`src/rtl/axi_lite_pkg.sv`:
```
// Shared AXI-Lite definitions: response codes and the write/read FSM state
// encodings used by the slave wrapper.
package axi_lite_pkg;

   localparam logic [1:0] RESP_OKAY   = 2'b00;
   localparam logic [1:0] RESP_EXOKAY = 2'b01;
   localparam logic [1:0] RESP_SLVERR = 2'b10;
   localparam logic [1:0] RESP_DECERR = 2'b11;

   typedef enum logic [1:0] {
      W_IDLE = 2'd0,
      W_REQ  = 2'd1,
      W_RESP = 2'd2
   } wr_state_t;

   typedef enum logic [1:0] {
      R_IDLE = 2'd0,
      R_REQ  = 2'd1,
      R_RESP = 2'd2
   } rd_state_t;

endpackage

```
`src/rtl/axi_lite_req_timer.sv`:
```
// Request watchdog: counts cycles a user request waits for its acknowledge
// and flags expiry on the last permitted cycle. TIMEOUT_CYCLES=0 disables it.
module axi_lite_req_timer #(
   parameter int TIMEOUT_CYCLES = 256,
   parameter int CNT_WIDTH      = 9
) (
   input  logic aclk,
   input  logic aresetn,
   input  logic clear,
   input  logic enable,
   output logic expire
);

   logic [CNT_WIDTH-1:0] cnt_q;

   // Counter holds zero while cleared and advances once per un-acked request cycle.
   always_ff @(posedge aclk or negedge aresetn) begin
      if (!aresetn) begin
         cnt_q <= '0;
      end else if (clear) begin
         cnt_q <= '0;
      end else if (enable) begin
         cnt_q <= cnt_q + 1'b1;
      end
   end

   generate
      if (TIMEOUT_CYCLES > 0) begin : g_timeout
         assign expire = enable && (cnt_q == CNT_WIDTH'(TIMEOUT_CYCLES - 1));
      end else begin : g_no_timeout
         assign expire = 1'b0;
      end
   endgenerate

endmodule

```
`src/rtl/axi_lite_slave_wrapper.sv`:
```
// AXI4-Lite slave endpoint. Each AXI write/read becomes a held request on the
// user port; the user acknowledge (or a timeout) produces the AXI response.
// Handshakes: a transfer happens on an aclk edge where valid and ready are
// both 1; valid-side payload must stay stable until that edge, and ready
// never depends combinationally on valid.
module axi_lite_slave_wrapper
   import axi_lite_pkg::*;
#(
   parameter int ADDR_WIDTH     = 32,
   parameter int DATA_WIDTH     = 32,
   parameter int STRB_WIDTH     = 4,
   parameter int RESP_WIDTH     = 2,
   parameter int PROT_WIDTH     = 3,
   parameter int TIMEOUT_CYCLES = 256,
   parameter int CNT_WIDTH      = 9
) (
   input  logic                  aclk,
   input  logic                  aresetn,
   input  logic                  s_axi_awvalid,
   output logic                  s_axi_awready,
   input  logic [ADDR_WIDTH-1:0] s_axi_awaddr,
   input  logic [PROT_WIDTH-1:0] s_axi_awprot,
   input  logic                  s_axi_wvalid,
   output logic                  s_axi_wready,
   input  logic [DATA_WIDTH-1:0] s_axi_wdata,
   input  logic [STRB_WIDTH-1:0] s_axi_wstrb,
   output logic                  s_axi_bvalid,
   input  logic                  s_axi_bready,
   output logic [RESP_WIDTH-1:0] s_axi_bresp,
   input  logic                  s_axi_arvalid,
   output logic                  s_axi_arready,
   input  logic [ADDR_WIDTH-1:0] s_axi_araddr,
   input  logic [PROT_WIDTH-1:0] s_axi_arprot,
   output logic                  s_axi_rvalid,
   input  logic                  s_axi_rready,
   output logic [DATA_WIDTH-1:0] s_axi_rdata,
   output logic [RESP_WIDTH-1:0] s_axi_rresp,
   output logic                  u_wr_req,
   output logic [ADDR_WIDTH-1:0] u_wr_addr,
   output logic [DATA_WIDTH-1:0] u_wr_data,
   output logic [STRB_WIDTH-1:0] u_wr_strb,
   input  logic                  u_wr_ack,
   input  logic                  u_wr_err,
   output logic                  u_rd_req,
   output logic [ADDR_WIDTH-1:0] u_rd_addr,
   input  logic                  u_rd_ack,
   input  logic [DATA_WIDTH-1:0] u_rd_data,
   input  logic                  u_rd_err,
   output logic [1:0]            wr_state_dbg,
   output logic [1:0]            rd_state_dbg
);

   wr_state_t wr_state, wr_next;
   rd_state_t rd_state, rd_next;
   logic      live_q;
   logic      aw_done_q, w_done_q;
   logic      aw_hs, w_hs, ar_hs;
   logic      wr_expire, rd_expire;
   logic      unused_prot;

   // Protection bits are accepted but carry no meaning for this endpoint.
   assign unused_prot = ^{s_axi_awprot, s_axi_arprot};

   assign aw_hs = s_axi_awvalid && s_axi_awready;
   assign w_hs  = s_axi_wvalid  && s_axi_wready;
   assign ar_hs = s_axi_arvalid && s_axi_arready;

   assign wr_state_dbg = wr_state;
   assign rd_state_dbg = rd_state;

   // Keeps readies low until the first edge after reset release.
   always_ff @(posedge aclk or negedge aresetn) begin
      if (!aresetn) live_q <= 1'b0;
      else          live_q <= 1'b1;
   end

   // Write FSM state register.
   always_ff @(posedge aclk or negedge aresetn) begin
      if (!aresetn) wr_state <= W_IDLE;
      else          wr_state <= wr_next;
   end

   // Write FSM next state: request once both AW and W are held, respond on ack or expiry.
   always_comb begin
      wr_next = wr_state;
      case (wr_state)
         W_IDLE:  if ((aw_done_q || aw_hs) && (w_done_q || w_hs)) wr_next = W_REQ;
         W_REQ:   if (u_wr_ack || wr_expire) wr_next = W_RESP;
         W_RESP:  if (s_axi_bready) wr_next = W_IDLE;
         default: wr_next = W_IDLE;
      endcase
   end

   // Write FSM outputs: independent AW/W readies, held request, response valid.
   always_comb begin
      s_axi_awready = live_q && (wr_state == W_IDLE) && !aw_done_q;
      s_axi_wready  = live_q && (wr_state == W_IDLE) && !w_done_q;
      u_wr_req      = (wr_state == W_REQ);
      s_axi_bvalid  = (wr_state == W_RESP);
   end

   // Write datapath: capture AW and W separately, latch bresp when the request ends.
   always_ff @(posedge aclk or negedge aresetn) begin
      if (!aresetn) begin
         u_wr_addr   <= '0;
         u_wr_data   <= '0;
         u_wr_strb   <= '0;
         aw_done_q   <= 1'b0;
         w_done_q    <= 1'b0;
         s_axi_bresp <= '0;
      end else begin
         if (aw_hs) u_wr_addr <= s_axi_awaddr;
         if (w_hs) begin
            u_wr_data <= s_axi_wdata;
            u_wr_strb <= s_axi_wstrb;
         end
         if ((wr_state == W_IDLE) && (wr_next == W_REQ)) begin
            aw_done_q <= 1'b0;
            w_done_q  <= 1'b0;
         end else begin
            if (aw_hs) aw_done_q <= 1'b1;
            if (w_hs)  w_done_q  <= 1'b1;
         end
         if (wr_state == W_REQ) begin
            if (u_wr_ack)       s_axi_bresp <= RESP_WIDTH'(u_wr_err ? RESP_SLVERR : RESP_OKAY);
            else if (wr_expire) s_axi_bresp <= RESP_WIDTH'(RESP_SLVERR);
         end
      end
   end

   // Read FSM state register.
   always_ff @(posedge aclk or negedge aresetn) begin
      if (!aresetn) rd_state <= R_IDLE;
      else          rd_state <= rd_next;
   end

   // Read FSM next state: request after AR, respond on ack or expiry.
   always_comb begin
      rd_next = rd_state;
      case (rd_state)
         R_IDLE:  if (ar_hs) rd_next = R_REQ;
         R_REQ:   if (u_rd_ack || rd_expire) rd_next = R_RESP;
         R_RESP:  if (s_axi_rready) rd_next = R_IDLE;
         default: rd_next = R_IDLE;
      endcase
   end

   // Read FSM outputs.
   always_comb begin
      s_axi_arready = live_q && (rd_state == R_IDLE);
      u_rd_req      = (rd_state == R_REQ);
      s_axi_rvalid  = (rd_state == R_RESP);
   end

   // Read datapath: capture address, latch data/response when the request ends.
   always_ff @(posedge aclk or negedge aresetn) begin
      if (!aresetn) begin
         u_rd_addr   <= '0;
         s_axi_rdata <= '0;
         s_axi_rresp <= '0;
      end else begin
         if (ar_hs) u_rd_addr <= s_axi_araddr;
         if (rd_state == R_REQ) begin
            if (u_rd_ack) begin
               s_axi_rdata <= u_rd_data;
               s_axi_rresp <= RESP_WIDTH'(u_rd_err ? RESP_SLVERR : RESP_OKAY);
            end else if (rd_expire) begin
               s_axi_rdata <= '0;
               s_axi_rresp <= RESP_WIDTH'(RESP_SLVERR);
            end
         end
      end
   end

   axi_lite_req_timer #(
      .TIMEOUT_CYCLES (TIMEOUT_CYCLES),
      .CNT_WIDTH      (CNT_WIDTH)
   ) u_wr_timer (
      .aclk    (aclk),
      .aresetn (aresetn),
      .clear   (wr_state != W_REQ),
      .enable  ((wr_state == W_REQ) && !u_wr_ack),
      .expire  (wr_expire)
   );

   axi_lite_req_timer #(
      .TIMEOUT_CYCLES (TIMEOUT_CYCLES),
      .CNT_WIDTH      (CNT_WIDTH)
   ) u_rd_timer (
      .aclk    (aclk),
      .aresetn (aresetn),
      .clear   (rd_state != R_REQ),
      .enable  ((rd_state == R_REQ) && !u_rd_ack),
      .expire  (rd_expire)
   );

endmodule

```
`config.mk`:
```
export PLATFORM = sky130hd
export DESIGN_NAME = axi_lite_slave_wrapper
export DESIGN_NICKNAME = d
export VERILOG_FILES = /design/src/rtl/axi_lite_pkg.sv /design/src/rtl/axi_lite_req_timer.sv /design/src/rtl/axi_lite_slave_wrapper.sv
export SDC_FILE = /design/constraint.sdc
export NUM_CORES = 1
export LEC_CHECK = 0
export CORE_MARGIN = 1
export CORE_UTILIZATION = 42
export DETAILED_ROUTE_END_ITERATION = 10
export PLACE_DENSITY = 0.83
export REMOVE_ABC_BUFFERS = 1
export SLEW_MARGIN = 20
export SYNTH_ARGS = -nofsm -noshare
export SYNTH_HDL_FRONTEND = slang
export SYNTH_HIERARCHICAL = 1
export SYNTH_SLANG_ARGS = --single-unit
```
`constraint.sdc`:
```
create_clock -name aclk -period 2.15 [get_ports aclk]
set_input_delay 0.43 -clock aclk [delete_from_list [all_inputs] [get_ports aclk]]
set_output_delay 0.43 -clock aclk [all_outputs]
set_load 0.03 [all_outputs]
```
==> results of run 1 <==
==> layer usage <==
| layer | wire (um) | up-vias | part of all wire |
|---|---|---|---|
| li1 | - | 2101 | - |
| met1 | 6475 | 2287 | 0.39 |
| met2 | 8259 | 228 | 0.50 |
| met3 | 1366 | 28 | 0.083 |
| met4 | 308 | 0 | 0.019 |
| met5 | 0 | - | 0 |
==> what timing repair did <==
item	CTS	global route
setup endpoints to repair	7	4
cloned	0	0
gates resized for setup	8	6
==> sequential cells by signal (all words and copies together), names as in the netlist <==
| signal | count |
|---|---|
| w_done_q | 1 |
| u_wr_data | 32 |
| s_axi_rdata | 32 |
| u_wr_strb | 4 |
| live_q | 1 |
| u_rd_addr | 32 |
| u_rd_timer/cnt_q | 9 |
| s_axi_rresp | 1 |
| aw_done_q | 1 |
| s_axi_bresp | 1 |
| u_wr_addr | 32 |
| wr_state_dbg | 2 |
| rd_state_dbg | 2 |
| u_wr_timer/cnt_q | 9 |
==> per-stage QoR <==
stage          setup TNS [ns]  power [W]
2_1_floorplan          -72.53   0.009350
3_3_place_gp                0    0.01270
3_5_place_dp                0    0.01284
4_1_cts                     0    0.01565
5_1_grt                     0    0.01619
6_report                    0    0.01550
==> synth_stat cells, drive strengths merged, types with 3 or more instances <==
library cell  number  area share
dfrtp            159        0.61
mux2             100        0.21
a22o              32       0.043
nor2              20       0.012
buf               19       0.030
inv                9      0.0052
nand4              8      0.0096
o21ai              8      0.0062
a21oi              7      0.0054
nand3              6      0.0046
or3                6      0.0058
xor2               6      0.0081
and2               5      0.0048
clkbuf             5      0.0029
ha                 4      0.0077
nand2              4      0.0035
a21o               3      0.0035
nand2b             3      0.0029
==> worst max-delay path, delay by kind of cell, from the launching register on <==
family                 cells  cell delay (ns)
buffers and inverters      2             0.51
flip-flops                 1             0.48
AND/OR/NAND/NOR            1             0.22
==> power by group through the flow <==
stage               registers, W  clock network [W]  logic [W]
finish                   0.00500            0.00275    0.00776
global route             0.00515            0.00297    0.00807
CTS                      0.00501            0.00281    0.00783
detailed placement       0.00502                  0    0.00782
global placement         0.00495                  0    0.00775
floorplan                0.00739                  0    0.00196
==> logic make-up (layout without fill, tap and decap cells) <==
group                      count (synthesis)  count (layout)  synth area share
adders and majority gates                  4               4          0.007718
AOI/OAI and AO/OA                         57              57           0.06714
muxes                                    102             102            0.2109
DFF                                      159             159            0.6135
and+or+nand+nor                           56              56           0.05113
buffers and inverters                     33             351           0.03762
other                                      2               3          0.001158
xor gates and xnor gates                   8               8           0.01080
==> cell usage in the layout, fill, tap and decap left out, drive strengths merged <==
| cell type | instances |
|---|---|
| clkdlybuf4s50 | 277 |
| dfrtp | 159 |
| mux2 | 100 |
| a22o | 32 |
| clkbuf | 24 |
| buf | 24 |
| nor2 | 20 |
| inv | 9 |
| o21ai | 8 |
| nand4 | 8 |
| a21oi | 7 |
| clkinv | 7 |
| nand3 | 6 |
| xor2 | 6 |
| or3 | 6 |
| dlygate4sd2 | 5 |
| and2 | 5 |
| ha | 4 |
| nand2 | 4 |
| nand2b | 3 |
| a21o | 3 |
| conb | 3 |
| o32a | 2 |
| clkinvlp | 2 |
| dlymetal6s2s | 2 |
| mux2i | 2 |
| xnor2 | 2 |
| a211oi | 2 |
| nor4b | 2 |
| and2b | 1 |
| a31oi | 1 |
| o2bb2ai | 1 |
| nor3b | 1 |
| a22oi | 1 |
| bufinv | 1 |
==> cell type report <==
class                           instances  area, um^2
Clock buffer                           22       444.2
Clock inverter                         10       91.34
Fill cell                            1070        4981
Inverter                                9       33.78
Multi-Input combinational cell        230        2271
Sequential cell                       159        3979
Tap cell                              188       235.2
Timing Repair Buffer                  310        3110
==> how the worst max path moves through the flow <==
stage                               end  slack (ns)
after floorplan            u_wr_addr[0]       -1.01
after global placement    s_axi_awready        0.17
after detailed placement  s_axi_awready        0.15
after CTS                 s_axi_awready       0.004
after global routing           u_rd_req        0.02
final                          u_wr_req        0.09
==> flow_summary.ini, run 1 <==
[setup_path]
endpoint_kind = output port
worstPathRequired_ns = 1.72
arrival_ns = 1.63
r2r_start = wr_state_dbg[1]
crit_type = reg2out
cp_slowest_stage_delay_ns = 0.48
cp_cell_sequence = nand2b_1, inv_1, dlygate4sd2_1
crit_slowest_cell = dfrtp_1
cp_max_fo = 7
crit_path_start = wr_state_dbg[1]
r2r_cells = 7
critPathLaunchType = flop
r2r_end = u_wr_timer/cnt_q[7]
rrSetupSlack_ns = 0.20

[timing]
clock_skew_ns = 0.007970
setup_slack_ns = 0.08820
slew_violations = 0
setup_viol_count_final = 0
slew_headroom = 0.5640
rsz0062_at_grt = no
worst_pin_slew_ns = 0.6540
period_share = 0.9590
fmax_mhz = 485.0
fin_hold_ws_ns = -0.009788
min_period_ns = 2.062
final-hold-violation-count = 8

[drt]
via_per_inst = 5.004
drc = 0
drtIter0Drc = 166
wl_per_cell_um = 17.68
drtAntennaViolNets = 0
drt_first_pass_iters = 4
route.vias.total = 4644
wl_mm = 16.41

[synth]
synth-edff-count = 0
synth-async-reset-ratio = 1.000
ys_warn_count = 6
synth_seq_area_share = 0.6135
ys_seq_elements = 159
syn_area_per_cell_um2 = 15.40
yosysUniqueCellTypes = 37
syn_area_um2 = 6485
netlist_instances = 421
synth_ff_type = dfrtp_1

[clock_network]
clk_pin_slew_worst_paths_ns = 0.06
post-cts-setup-buffers = 0
cts_tree = built
ctsRootBufferMaster = clkbuf_16
cts_num_sinks = 159
clkLatencyLatePin_ns = 0.42
holdBufCountCts = 0
numCtsBuffers = 17
ctsLongestPathBuffers = 2
h-tree-depth = 4

[power_and_ir_drop]
leakagePower_nw = 4.516
p_sw_w = 0.005883
power_density_nw_per_um2 = 1525
clock_power_share = 0.177
pwr-share-seq = 0.322
p_int_w = 0.009621
worst_ir_drop_vdd_mv = 1.059
sw_frac_of_total = 0.3794
comb_power_share = 0.500

[layout]
drive_above_1_share = 0.2162
nets = 880
syn_to_final_growth_pct = 56.74
utilization = 0.6711
finalInstanceArea_um2 = 10160
diodes = 0
layout.cells.non_filler = 928

[status]
status = complete, but fails checks
failed_checks = negative hold slack

[global_route]
antenna_found_initial = 0
grt_overflow = 0
busiest_layer = met2
grt_use_met2 = 0.3591
grt_max_degree = 67
grt_pass1_wl_mm = 25.93
met1_usage = 0.2475
grt_pass1_vias = 4942
grt_util_met3 = 0.07604
grt_use_total = 0.2127

[die]
dieArea_um2 = 15940
initial_utilization = 0.4282
fp-row-count = 45
io_pins = 296
core_area_um2 = 15150
die_w_um = 126.3
die_y_um = 126.3

[hold_path]
hold_class = in2async

[place]
dp_slack_ns = 0.1504
post_dp_cell_area_um2 = 9641
placed_cells = 896
finalWeightedCongestion = 0.7710
io_buffer_count = 287
dp_hpwl_mm = 12.13

[job]
maxCapViolations = 0
(Power assumes the default switching activity.)
==> run 2, diff against run 1 <==
--- a/config.mk
+++ b/config.mk
@@ -5,13 +5,14 @@
 export SDC_FILE = /design/constraint.sdc
 export NUM_CORES = 1
 export LEC_CHECK = 0
-export CORE_MARGIN = 1
-export CORE_UTILIZATION = 42
+export CORE_MARGIN = 8
+export CORE_UTILIZATION = 45
 export DETAILED_ROUTE_END_ITERATION = 10
-export PLACE_DENSITY = 0.83
+export PLACE_DENSITY = 0.88
 export REMOVE_ABC_BUFFERS = 1
 export SLEW_MARGIN = 20
 export SYNTH_ARGS = -nofsm -noshare
 export SYNTH_HDL_FRONTEND = slang
 export SYNTH_HIERARCHICAL = 1
 export SYNTH_SLANG_ARGS = --single-unit
+export TNS_END_PERCENT = 1
==> constraint.sdc (replaced) <==
create_clock -name aclk -period 2.6 [get_ports aclk]
set_input_delay 0.52 -clock aclk [delete_from_list [all_inputs] [get_ports aclk]]
set_output_delay 0.52 -clock aclk [all_outputs]
set_load 0.03 [all_outputs]
==> run 2 against run 1 <==
  * Clock power decreased by 15%
  * Hold slack improved by 0.087 ns
  * Highest routed layer unchanged
  * Total power decreased by 16%
  * Global-route usage decreased by 0.90 points
  * Critical endpoint unchanged
  * The flow now finishes without violations
  * Design area decreased by 0.64%
  * Sequential share of layout area increased by 0.25 points
  * Critical path depth unchanged
  * Count of clock-buffer cells in the layout decreased by 2
==> flow_summary.ini, run 2 (synthesized netlist as in run 1, its figures left out) <==
[timing]
final-hold-violation-count = 0
slew_violations = 0
min_period_ns = 2.413
slew_headroom = 0.6612
worst_pin_slew_ns = 0.5083
setup_tns_ns = 0
clock_skew_ns = 0.007967
fmax_mhz = 414.4
period_share = 0.9281
setup_viol_count_final = 0
rsz0062_at_grt = no

[power_and_ir_drop]
worst_ir_drop_vdd_mv = 0.9608
power_density_nw_per_um2 = 1289
leakagePower_nw = 4.447

[clock_network]
holdBufCountCts = 0
cts_num_sinks = 159
clk_pin_slew_worst_paths_ns = 0.06
clkLatencyLatePin_ns = 0.41
numCtsBuffers = 17
h-tree-depth = 4
ctsRootBufferMaster = clkbuf_16
ctsLongestPathBuffers = 2
cts_tree = built

[drt]
wl_mm = 19.11
drt_first_pass_iters = 4
via_per_inst = 5.035
route.vias.total = 4592
drtAntennaViolNets = 0
drc = 0
wl_per_cell_um = 20.96
drtIter0Drc = 185

[layout]
utilization = 0.7056
drive_above_1_share = 0.2047
layout_common_cells = clkdlybuf4s50_1 (283), dfrtp_1 (159), mux2_4 (59), mux2_2 (41), a22o_1 (32)
final_common_cell = clkdlybuf4s50_1
diodes = 0
layout.cells.non_filler = 912
syn_to_final_growth_pct = 55.74
nets = 868

[place]
dp_hpwl_mm = 14.34
io_buffer_count = 287
placed_cells = 880
finalWeightedCongestion = 0.7451

[global_route]
grt_max_degree = 95
grt_pass1_vias = 5040
grt_use_total = 0.2038
antenna_found_initial = 0
grt_overflow = 0
grt_pass1_wl_mm = 28.88

[setup_path]
rrSetupSlack_ns = 0.67
cp_max_fo = 7
crit_type = reg2out
critPathLaunchType = flop
endpoint_kind = output port
arrival_ns = 1.89
r2r_cells = 4
worstPathRequired_ns = 2.08

[die]
die_w_um = 136.0
dieArea_um2 = 18510
core_area_um2 = 14310
io_pins = 296
initial_utilization = 0.4531
die_y_um = 136.0
fp-row-count = 44

[hold_path]
hold_class = in2async

[status]
status = completed

[job]
maxCapViolations = 0
[run 2: layer usage]
layer  up-vias  wire length (um)  GRT usage
met4         0               269    0.06040
met5         -                 0          0
li1       2085                 -          -
met2       218              9485     0.3485
met3        16              1961    0.08315
met1      2273              7396     0.2288
[run 2: worst paths after layout]
kind,start,end
worst min register to register,u_rd_addr[3],u_rd_addr[3]
worst min-delay path,aresetn,u_wr_data[27]
worst max-delay path,wr_state_dbg[1],u_wr_req
max in group asynchronous,aresetn,u_rd_addr[17]
worst max register to register,rd_state_dbg[0],u_rd_addr[2]
min in group aclk,u_rd_addr[3],u_rd_addr[3]
[run 2: cell type report]
class,count,area (um^2)
Multi-Input combinational cell,230,2271
Timing Repair Buffer,298,3027
Sequential cell,159,3979
Clock inverter,12,112.6
Inverter,9,33.78
Tap cell,184,230.2
Fill cell,916,4214
Clock buffer,20,446.7
[run 2: report_power, final]
part / total, W / internal (W) / switching (W)
combinational: 0.00653 / 0.00313 / 0.00340
clock: 0.00235 / 0.00135 / 0.000999
sequential: 0.00414 / 0.00351 / 0.000638
total: 0.0130 / 0.00798 / 0.00504
[run 2: worst max-delay path: stages, from the launching register on]
cell and delay, ns:
dfrtp_1 0.48, nand2b_1 0.20, inv_1 0.10, clkdlybuf4s50_1 0.70
[run 2: metrics by stage]
stage | worst slack (ns) | hold WS [ns] | instance area, um^2 | power, W
floorplan | -0.5615 | 0.2244 | 6279 | 0.007732
global placement | 0.4944 | 0.4869 | 9533 | 0.01054
detailed placement | 0.4848 | 0.4925 | 9533 | 0.01074
CTS | 0.02004 | 0.08659 | 10090 | 0.01317
global route | 0.1104 | 0.09483 | 10100 | 0.01359
finish | 0.1870 | 0.07690 | 10100 | 0.01302
[run 2: repair_timing]
action                                  4_1_cts  5_1_grt
gates resized for setup                       0        3
setup buffers                                 0        0
endpoints found under the setup margin        0        3
==> run 3, diff against run 2 <==
--- a/config.mk
+++ b/config.mk
@@ -5,10 +5,12 @@
 export SDC_FILE = /design/constraint.sdc
 export NUM_CORES = 1
 export LEC_CHECK = 0
+export CELL_PAD_IN_SITES_DETAIL_PLACEMENT = 1
+export CELL_PAD_IN_SITES_GLOBAL_PLACEMENT = 1
 export CORE_MARGIN = 8
-export CORE_UTILIZATION = 45
+export CORE_UTILIZATION = 35
 export DETAILED_ROUTE_END_ITERATION = 10
-export PLACE_DENSITY = 0.88
+export PLACE_DENSITY = 0.87
 export REMOVE_ABC_BUFFERS = 1
 export SLEW_MARGIN = 20
 export SYNTH_ARGS = -nofsm -noshare
==> constraint.sdc (replaced) <==
create_clock -name aclk -period 2.6 [get_ports aclk]
set_input_delay 0.52 -clock aclk [delete_from_list [all_inputs] [get_ports aclk]]
set_output_delay 0.52 -clock aclk [all_outputs]
set_load 0.005 [all_outputs]
==> run 3 against run 2 <==
  * Clock power up 20%
  * Wire length up 9.7%
  * Register-to-register slack worse by 0.03 ns
  * Sequential power about the same
  * Total power down 12%
  * Combinational power down 31%
  * Cell count up 4.7%
  * Worst setup slack worse by 0.030 ns
==> flow_summary.ini, run 3 (synthesized netlist as in run 1, its figures left out) <==
[status]
status = completed

[clock_network]
h-tree-depth = 4
cts_resized = 0
post-cts-setup-buffers = 0
numCtsBuffers = 17
ctsRootBufferMaster = clkbuf_16
clk_pin_slew_worst_paths_ns = 0.06
cts_num_sinks = 159
holdBufCountCts = 0
cts_tree = built
ctsLongestPathBuffers = 2
clkLatencyLatePin_ns = 0.42

[layout]
nets = 866
diodes = 0
layout_common_cells = clkdlybuf4s50_1 (286), dfrtp_1 (159), mux2_4 (59), mux2_2 (41), a22o_1 (32)
drive_above_1_share = 0.2025
syn_to_final_growth_pct = 57.78
fillers = 1777
final_common_cell = clkdlybuf4s50_1
multi_input_area_um2 = 2273
regArea_um2 = 3979

[timing]
slew_violations = 0
min_period_ns = 2.443
period_share = 0.9397
rsz0062_at_grt = no
setup_slack_ns = 0.1569
fmax_mhz = 409.3
clock_skew_ns = 0.009688
setup_tns_ns = 0
worst_pin_slew_ns = 0.7060
slew_headroom = 0.5293
fin_hold_ws_ns = 0.08643
setup_viol_count_final = 0
final-hold-violation-count = 0

[job]
maxCapViolations = 0

[die]
io_pins = 296
dieArea_um2 = 23140
core_area_um2 = 18090
fp-row-count = 49
die_w_um = 152.1
die_y_um = 152.1
initial_utilization = 0.3586

[power_and_ir_drop]
leakagePower_nw = 4.449
clock_power_share = 0.245
comb_power_share = 0.393
pwr-share-seq = 0.362
sw_frac_of_total = 0.2680
power_density_nw_per_um2 = 1125
worst_ir_drop_vdd_mv = 0.5724
p_int_w = 0.008429
p_sw_w = 0.003085

[setup_path]
cp_max_fo = 11
worstPathRequired_ns = 2.08
arrival_ns = 1.92
crit_type = reg2out
critPathLaunchType = flop
rrSetupSlack_ns = 0.64
endpoint_kind = output port

[drt]
top_layer = met4
drtAntennaViolNets = 0
drt-met1-wl_mm = 8.276
route.met3.wl_mm = 1.793
drtIter0Drc = 156
drt_first_pass_iters = 4
met2_length_mm = 10.37
via_per_inst = 4.861
wl_per_cell_um = 21.95
drc = 0
wl_mm = 20.96
route.vias.total = 4642

[global_route]
grt_overflow = 0
antenna_found_initial = 0
grt_use_total = 0.1835
grt_pass1_vias = 5409
grt_pass1_wl_mm = 33.12
grt_max_degree = 61

[hold_path]
hold_class = in2async

[place]
dp_slack_ns = 0.4281
io_buffer_count = 287
dp_hpwl_mm = 15.94
finalWeightedCongestion = 0.7629
==> run 3: path summary, 6_finish.rpt <==
check,from,endpoint,depth (start not counted)
max in group asynchronous,aresetn,s_axi_rdata[31],2
worst min register to register,s_axi_bresp[1],s_axi_bresp[1],1
worst max-delay path,rd_state_dbg[1],u_rd_req,3
worst min-delay path,aresetn,u_rd_addr[13],1
worst max register to register,u_rd_timer/cnt_q[0],s_axi_rresp[1],8
min in group aclk,s_axi_bresp[1],s_axi_bresp[1],1
==> run 3: critical path, cell delays in order (launching register included) <==
cell             delay, ns
dfrtp_1               0.40
nand2b_1              0.34
inv_1                 0.22
clkdlybuf4s50_1       0.54
==> run 3: routing by layer <==
metal  up-vias  global-route usage
li1       2079                   -
met1      2309              0.2018
met2       220              0.3102
met3        34             0.07714
met4         0             0.07187
met5         -                   0
==> run 3: power by group through the flow <==
stage	Combinational [W]	Clock (W)	Sequential, W
4_1_cts	0.00460	0.00290	0.00419
3_3_place_gp	0.00442	0	0.00409
2_1_floorplan	0.00156	0	0.00416
5_1_grt	0.00483	0.00301	0.00430
6_report	0.00452	0.00282	0.00417
3_5_place_dp	0.00457	0	0.00420
==> run 3: layout make-up <==
cell class              instances  area share
flip-flops and latches        159      0.3888
clock inverters                12     0.02262
repair buffers                296      0.2924
well taps                     229     0.02800
inverters                       9    0.003302
multi-input cells             230      0.2222
clock buffers                  20     0.04268
==> run 3: through the flow <==
stage	power, W	cells	util	cell area (um^2)
2_1_floorplan	0.005727	398	-	6279
3_3_place_gp	0.008516	923	0.5287	9562
3_5_place_dp	0.008767	923	0.5287	9562
4_1_cts	0.01169	955	0.5656	10230
5_1_grt	0.01214	955	0.5658	10230
6_report	0.01151	955	0.5658	10230
